===== config.mk =====
export PLATFORM = sky130hd
export DESIGN_NAME = cache_arbiter
export DESIGN_NICKNAME = d
export VERILOG_FILES = /design/src/rtl/cache_arb_pkg.sv /design/src/rtl/cache_arbiter_sat_counter.sv /design/src/rtl/cache_arbiter.sv
export SDC_FILE = /design/constraint.sdc
export NUM_CORES = 1
export LEC_CHECK = 0
export CAP_MARGIN = 20
export CORE_MARGIN = 8
export CORE_UTILIZATION = 31
export CTS_CLUSTER_SIZE = 28
export DETAILED_ROUTE_END_ITERATION = 10
export GPL_ROUTABILITY_DRIVEN = 1
export PLACE_DENSITY = 0.68
export SETUP_SLACK_MARGIN = 0.05
export SYNTH_ARGS = -nofsm -noshare
export SYNTH_HDL_FRONTEND = slang
export SYNTH_HIERARCHICAL = 1
export SYNTH_SLANG_ARGS = --single-unit

===== constraint.sdc =====
create_clock -name clk -period 2.3 [get_ports clk]
set_input_delay 0.345 -clock clk [delete_from_list [all_inputs] [get_ports clk]]
set_output_delay 0.345 -clock clk [all_outputs]
set_load 0.02 [all_outputs]

===== src/rtl/cache_arb_pkg.sv =====
// Shared types and constants for the two-port cache arbiter.
// Latency: n/a (package only).
// Backpressure: n/a (package only).
package cache_arb_pkg;

    localparam int DEF_WORD_SIZE = 32;

    localparam logic PORT_FETCH = 1'b0;
    localparam logic PORT_LSU   = 1'b1;

    typedef enum logic [1:0] {
        IDLE  = 2'd0,
        ISSUE = 2'd1,
        WAIT  = 2'd2,
        DONE  = 2'd3
    } arb_state_t;

    // A lone requester always wins; on contention the port that did not win
    // last time is chosen.
    function automatic logic pick_winner(input logic [1:0] valid, input logic last);
        if (&valid) begin
            return ~last;
        end
        if (valid[PORT_LSU]) begin
            return PORT_LSU;
        end
        return PORT_FETCH;
    endfunction

endpackage


===== src/rtl/cache_arbiter_sat_counter.sv =====
// Saturating event counter used for arbiter hit/miss/timeout statistics.
// Latency: count reflects an inc one cycle after it is sampled.
// Backpressure: none; sticks at all-ones instead of wrapping.
// Ports: clk, reset (sync, active-high), inc (count one event), count (current value).
module sat_counter #(
    parameter int WIDTH = 16
) (
    input  logic             clk,
    input  logic             reset,
    input  logic             inc,
    output logic [WIDTH-1:0] count
);

    logic [WIDTH-1:0] count_q;

    always_ff @(posedge clk) begin
        if (reset) begin
            count_q <= '0;
        end else if (inc && (count_q != '1)) begin
            count_q <= count_q + 1'b1;
        end
    end

    assign count = count_q;

endmodule


===== src/rtl/cache_arbiter.sv =====
// Round-robin two-port arbiter/sequencer issuing one transaction at a time to the cache.
// Latency: request sampled at edge n -> cache_valid cycle n+1 -> earliest ack cycle n+3.
// Backpressure: requesters hold req_valid until ack; a WAIT watchdog aborts after TIMEOUT cycles.
// Ports: req_* (two requesters, shared rdata/miss/err valid with ack), cache_* (single
// cache port), hit/miss/timeout_count statistics. Optional macro CACHE_ARB_STATS_EN builds
// the statistics counters; without it the count ports read 0.
module cache_arbiter
    import cache_arb_pkg::*;
#(
    parameter int WORD_SIZE = DEF_WORD_SIZE,
    parameter int TIMEOUT   = 64,
    parameter int CNT_WIDTH = 16
) (
    input  logic                 clk,
    input  logic                 reset,
    input  logic [1:0]           req_valid,
    input  logic [1:0]           req_wr,
    input  logic [WORD_SIZE-1:0] req_addr0,
    input  logic [WORD_SIZE-1:0] req_addr1,
    input  logic [WORD_SIZE-1:0] req_data0,
    input  logic [WORD_SIZE-1:0] req_data1,
    output logic [1:0]           req_ack,
    output logic [WORD_SIZE-1:0] req_rdata,
    output logic                 req_miss,
    output logic                 req_err,
    output logic                 cache_valid,
    output logic [WORD_SIZE-1:0] cache_addr,
    output logic [WORD_SIZE-1:0] cache_data,
    output logic                 cache_wr,
    input  logic                 cache_response,
    input  logic                 cache_is_missrate,
    input  logic [WORD_SIZE-1:0] cache_out,
    output logic [CNT_WIDTH-1:0] hit_count,
    output logic [CNT_WIDTH-1:0] miss_count,
    output logic [CNT_WIDTH-1:0] timeout_count
);

    localparam logic [7:0] WD_LIMIT = 8'(TIMEOUT);

    arb_state_t           state_q, state_d;
    logic                 last_grant_q, last_grant_d;
    logic                 port_q, port_d;
    logic                 wr_q, wr_d;
    logic [WORD_SIZE-1:0] addr_q, addr_d;
    logic [WORD_SIZE-1:0] wdata_q, wdata_d;
    logic [7:0]           wd_q, wd_d;
    logic [WORD_SIZE-1:0] rdata_q, rdata_d;
    logic                 miss_q, miss_d;
    logic                 err_q, err_d;
    logic                 winner;
    logic                 wd_expired;

    assign winner     = pick_winner(req_valid, last_grant_q);
    assign wd_expired = (wd_q == WD_LIMIT);

    // State register
    always_ff @(posedge clk) begin
        if (reset) begin
            state_q <= IDLE;
        end else begin
            state_q <= state_d;
        end
    end

    // Next-state logic
    always_comb begin
        state_d = state_q;
        unique case (state_q)
            IDLE:    if (|req_valid) state_d = ISSUE;
            ISSUE:   state_d = WAIT;
            WAIT:    if (cache_response || wd_expired) state_d = DONE;
            DONE:    state_d = IDLE;
            default: state_d = IDLE;
        endcase
    end

    // Datapath registers: latched request, watchdog and captured response
    always_ff @(posedge clk) begin
        if (reset) begin
            last_grant_q <= PORT_LSU;
            port_q       <= PORT_FETCH;
            wr_q         <= 1'b0;
            addr_q       <= '0;
            wdata_q      <= '0;
            wd_q         <= '0;
            rdata_q      <= '0;
            miss_q       <= 1'b0;
            err_q        <= 1'b0;
        end else begin
            last_grant_q <= last_grant_d;
            port_q       <= port_d;
            wr_q         <= wr_d;
            addr_q       <= addr_d;
            wdata_q      <= wdata_d;
            wd_q         <= wd_d;
            rdata_q      <= rdata_d;
            miss_q       <= miss_d;
            err_q        <= err_d;
        end
    end

    always_comb begin
        last_grant_d = last_grant_q;
        port_d       = port_q;
        wr_d         = wr_q;
        addr_d       = addr_q;
        wdata_d      = wdata_q;
        wd_d         = wd_q;
        rdata_d      = rdata_q;
        miss_d       = miss_q;
        err_d        = err_q;
        unique case (state_q)
            IDLE: begin
                if (|req_valid) begin
                    port_d       = winner;
                    last_grant_d = winner;
                    wr_d         = req_wr[winner];
                    addr_d       = winner ? req_addr1 : req_addr0;
                    wdata_d      = winner ? req_data1 : req_data0;
                end
            end
            ISSUE: wd_d = '0;
            WAIT: begin
                // A response in the last watchdog cycle still counts as a response.
                if (cache_response) begin
                    rdata_d = wr_q ? '0 : cache_out;
                    miss_d  = cache_is_missrate;
                    err_d   = 1'b0;
                end else if (wd_expired) begin
                    rdata_d = '0;
                    miss_d  = 1'b0;
                    err_d   = 1'b1;
                end else begin
                    wd_d = wd_q + 8'd1;
                end
            end
            default: ;
        endcase
    end

    // Outputs
    always_comb begin
        req_ack     = 2'b00;
        cache_valid = 1'b0;
        cache_wr    = 1'b0;
        cache_addr  = addr_q;
        cache_data  = wdata_q;
        req_rdata   = rdata_q;
        req_miss    = miss_q;
        req_err     = err_q;
        unique case (state_q)
            ISSUE: begin
                cache_valid = 1'b1;
                cache_wr    = wr_q;
            end
            WAIT:    cache_wr = wr_q;
            DONE:    req_ack[port_q] = 1'b1;
            default: ;
        endcase
    end

`ifdef CACHE_ARB_STATS_EN
    logic in_done;
    assign in_done = (state_q == DONE);

    sat_counter #(.WIDTH(CNT_WIDTH)) u_hit_cnt (
        .clk   (clk),
        .reset (reset),
        .inc   (in_done && !miss_q && !err_q),
        .count (hit_count)
    );

    sat_counter #(.WIDTH(CNT_WIDTH)) u_miss_cnt (
        .clk   (clk),
        .reset (reset),
        .inc   (in_done && miss_q),
        .count (miss_count)
    );

    sat_counter #(.WIDTH(CNT_WIDTH)) u_timeout_cnt (
        .clk   (clk),
        .reset (reset),
        .inc   (in_done && err_q),
        .count (timeout_count)
    );
`else
    assign hit_count     = '0;
    assign miss_count    = '0;
    assign timeout_count = '0;
`endif

endmodule


==> out/metrics.csv <==
stage,metric,value,unit
floorplan,row cnt,48,
power_and_ir_drop,Worst VDD drop,0.0004295,V
synthesis,"Distinct cells, synth",38,
synthesis,Syn Std Cell Area,0.005428,mm²
synthesis,Mapped Avg Cell Area,9.407,µm²
worst_setup_path,critical path arrival,1.70,ns
clock_network,clock slew at reported path FFs,0.07,ns
synthesis,"Seq/Total Area, Yosys",0.4094,
worst_setup_path,CP peak stage delay,0.63,ns
routing,DRC,0,
clock_network,setup bufs post-CTS,0,
timing,fin crit period,2.047,ns
clock_network,Num CTS Buffers,9,
worst_setup_path,r2r endpoint,cache_addr[1]$_SDFFE_PP0P_,
synthesis,Gate Count Post-Synth,577,
grt,largest net degree at the start of global routing,46,
floorplan,core footprint,0.01724,mm²
clock_network,clk sinks,111,
routing,DRT Pass-1 Iters,4,
hold_path,Hold Path Class,in -> reg,
worst_setup_path,CP Data Required Time,1.96,ns
timing,Fin. Hold Viols,0,
worst_setup_path,Critical path origin,state_q[1]$_SDFFE_PP0P_,
place,RD Place Congestion,0.7623,
power_and_ir_drop,Leak,0.003171,µW
worst_setup_path,slowest cell on the critical path,clkdlybuf4s50_1,
final_layout,Syn-to-layout area delta,56.02,%
timing,endpoints failing setup,0,
grt,first-pass GRT wire length,26.42,mm
timing,skew final,0.009678,ns
final_layout,nets,1005,
synthesis,Yosys Warn Count,6,
timing,Final Max Slew Viols,0,
worst_setup_path,Worst Reg-to-Reg Cells,6,
worst_setup_path,"Critical Path, Cell by Cell",ha_1 > nor2b_1 > clkdlybuf4s50_1,
final_layout,most frequent cells in the layout,"clkdlybuf4s50_1 (267), dfxtp_1 (111), mux2i_1 (98), nor2_1 (71), a211oi_1 (67)",
routing,vias per cell,4.422,
routing,total wire length,17.10,mm
synthesis,"FF+latch count, synth",111,
grt,initial antenna violation count,0,
grt,All-Layer GR Usage,0.1498,
run,number of max-cap violations,0,
worst_setup_path,CP Launch Type,register,
final_layout,ANT cells,0,
floorplan,die area,0.02200,mm²
final_layout,"commonest non-fill, non-tap cell in the layout",clkdlybuf4s50_1,
timing,fmax,488.5,MHz
timing,TNS Setup,0,ns
floorplan,die width,148.3,µm
clock_network,Max clock buf depth,2,
floorplan,Starting Density,0.3149,
power_and_ir_drop,Pwr per Cell Area,909.3,mW/mm²
place,cell count after placement,1044,
worst_setup_path,CP Capture Point,req_ack[0],
worst_setup_path,type of destination of the critical path,output port,
final_layout,Non-Filler Instances,1060,
grt,grt ovf,0,
floorplan,IO Pins,318,
grt,vias in the first global route,4771,
floorplan,Chip Height,148.3,µm
final_layout,share of cells above drive strength 1,0.05269,
worst_setup_path,category of the most critical setup path,reg -> out,
timing,RSZ-0062 raised after global routing,false,
clock_network,CTS tree,done,
place,I/O Buffers,269,
routing,routed len/inst,16.13,µm
worst_setup_path,Worst Path Max Fanout,4,
worst_setup_path,flop-to-flop setup slack,0.48,ns
clock_network,CTS H-tree lvls,3,
clock_network,latest clock arrival within the worst-skew pair,0.35,ns
worst_setup_path,Worst R2R Start,state_q[1]$_SDFFE_PP0P_,
routing,ANT nets after route,0,
timing,Tcrit/Tclk final,0.8900,
power_and_ir_drop,Design Power,7700,µW
place,sum of net half-perimeters after detailed placement,13.46,mm
run_status,outcome,finished clean,
final_layout,post-layout util,0.4913,
clock_network,CTS root buf,clkbuf_16,
routing,drt initial violations,121,
routing,routed vias,4687,
-- synth_stat cells --
| cell type | n | area share |
|---|---|---|
| a211oi_1 | 67 | 0.093 |
| a21boi_2 | 1 | 0.0021 |
| a21oi_1 | 6 | 0.0055 |
| a31oi_1 | 2 | 0.0023 |
| and2_1 | 4 | 0.0046 |
| and2b_2 | 1 | 0.0016 |
| and3_1 | 2 | 0.0023 |
| buf_1 | 2 | 0.0014 |
| buf_12 | 3 | 0.011 |
| buf_2 | 8 | 0.0074 |
| buf_4 | 48 | 0.066 |
| buf_6 | 6 | 0.012 |
| clkbuf_1 | 24 | 0.017 |
| conb_1 | 1 | 0.00069 |
| dfxtp_1 | 111 | 0.41 |
| ha_1 | 7 | 0.016 |
| inv_1 | 5 | 0.0035 |
| mux2_2 | 2 | 0.0041 |
| mux2i_1 | 98 | 0.18 |
| nand2_1 | 38 | 0.026 |
| nand2b_1 | 38 | 0.044 |
| nand3_1 | 9 | 0.0083 |
| nand4_1 | 1 | 0.0012 |
| nand4b_1 | 2 | 0.0032 |
| nand4bb_1 | 1 | 0.0021 |
| nor2_1 | 71 | 0.049 |
| nor2_2 | 1 | 0.0012 |
| nor2b_1 | 2 | 0.0023 |
| nor3_1 | 1 | 0.00092 |
| nor3b_2 | 1 | 0.0023 |
| o211ai_1 | 1 | 0.0014 |
| o21a_1 | 4 | 0.0055 |
| o21ai_0 | 1 | 0.00092 |
| o21ai_1 | 2 | 0.0018 |
| or2_2 | 1 | 0.0012 |
| or3_1 | 2 | 0.0023 |
| or3_4 | 1 | 0.0021 |
| xor2_1 | 2 | 0.0032 |
-- stage by stage --
| stage | instance area, µm² | hold slack, ns | setup slack, ns |
|---|---|---|---|
| after floorplan | 5604 | 0.4451 | 0.7311 |
| after global placement | 8175 | 0.4561 | 0.3131 |
| after detailed placement | 8175 | 0.4622 | 0.2193 |
| after CTS | 8468 | 0.3571 | 0.2018 |
| after global routing | 8468 | 0.3847 | 0.1798 |
| final | 8468 | 0.3772 | 0.2531 |
-- worst min-delay path by stage --
stage,start,end,depth (start not counted)
after floorplan,cache_response,req_err$_SDFFE_PP0P_,1
after global placement,req_miss$_SDFFE_PP0P_,req_miss$_SDFFE_PP0P_,2
after detailed placement,req_miss$_SDFFE_PP0P_,req_miss$_SDFFE_PP0P_,2
after CTS,reset,wd_q[3]$_SDFFE_PP0P_,2
after global routing,reset,wd_q[3]$_SDFFE_PP0P_,2
final,reset,wd_q[3]$_SDFFE_PP0P_,2
-- cell type report --
class	count	area, µm²
Clock inverter	5	41.29
Multi-Input combinational cell	417	2760
Clock buffer	11	252.7
Fill cell	1657	8768
Timing Repair Buffer	286	2892
Sequential cell	111	2222
Tap cell	225	281.5
Inverter	5	18.77
-- critical path, delay by kind of cell, from the launching register on --
| kind | cells | cell delay, ns |
|---|---|---|
| fa+ha+maj | 1 | 0.18 |
| buf+inv | 1 | 0.63 |
| flops | 1 | 0.40 |
| simple gates | 1 | 0.15 |
-- where the power goes --
| group | internal (µW) | total, µW | leakage, µW | switching (µW) |
|---|---|---|---|---|
| Clock | 806 | 1550 | 0.000144 | 741 |
| Sequential | 2370 | 2630 | 0.000912 | 256 |
| Combinational | 1650 | 3530 | 0.00211 | 1880 |
| Total | 4830 | 7700 | 0.00317 | 2870 |
-- cells by family (layout without fill, tap and decap cells) --
kind of cell               Yosys count  in the layout  share of synthesized area
AOI/OAI and AO/OA                   84             84                     0.1123
xor gates and xnor gates             2              2                   0.003228
adders and majority gates            7              7                    0.01614
buffers and inverters               96            307                     0.1187
DFF                                111            111                     0.4094
muxes                              100            100                     0.1849
other                                1             48                  0.0006909
and+or+nand+nor                    176            176                     0.1547
-- sequential cells by signal, summed over array words and instances, names as in the netlist --
name          flops
last_grant_q      1
wd_q              8
state_q           2
wr_q              1
req_miss          1
req_rdata        32
req_err           1
port_q            1
cache_data       32
cache_addr       32
-- metal layers --
layer / global-route usage / part of all wire / vias up
li1: - / - / 2399
met2: 0.2562 / 0.49 / 197
met3: 0.07019 / 0.10 / 9
met1: 0.1653 / 0.40 / 2082
met4: 0.03519 / 0.0077 / 0
met5: 0 / 0 / -
-- timing repair --
action                                 CTS  global route
endpoints found under the hold margin    0             0
setup endpoints to repair                1             0
hold buffers                             0             0
resized for setup                        1             0
Power figures use the tool's default switching activity.
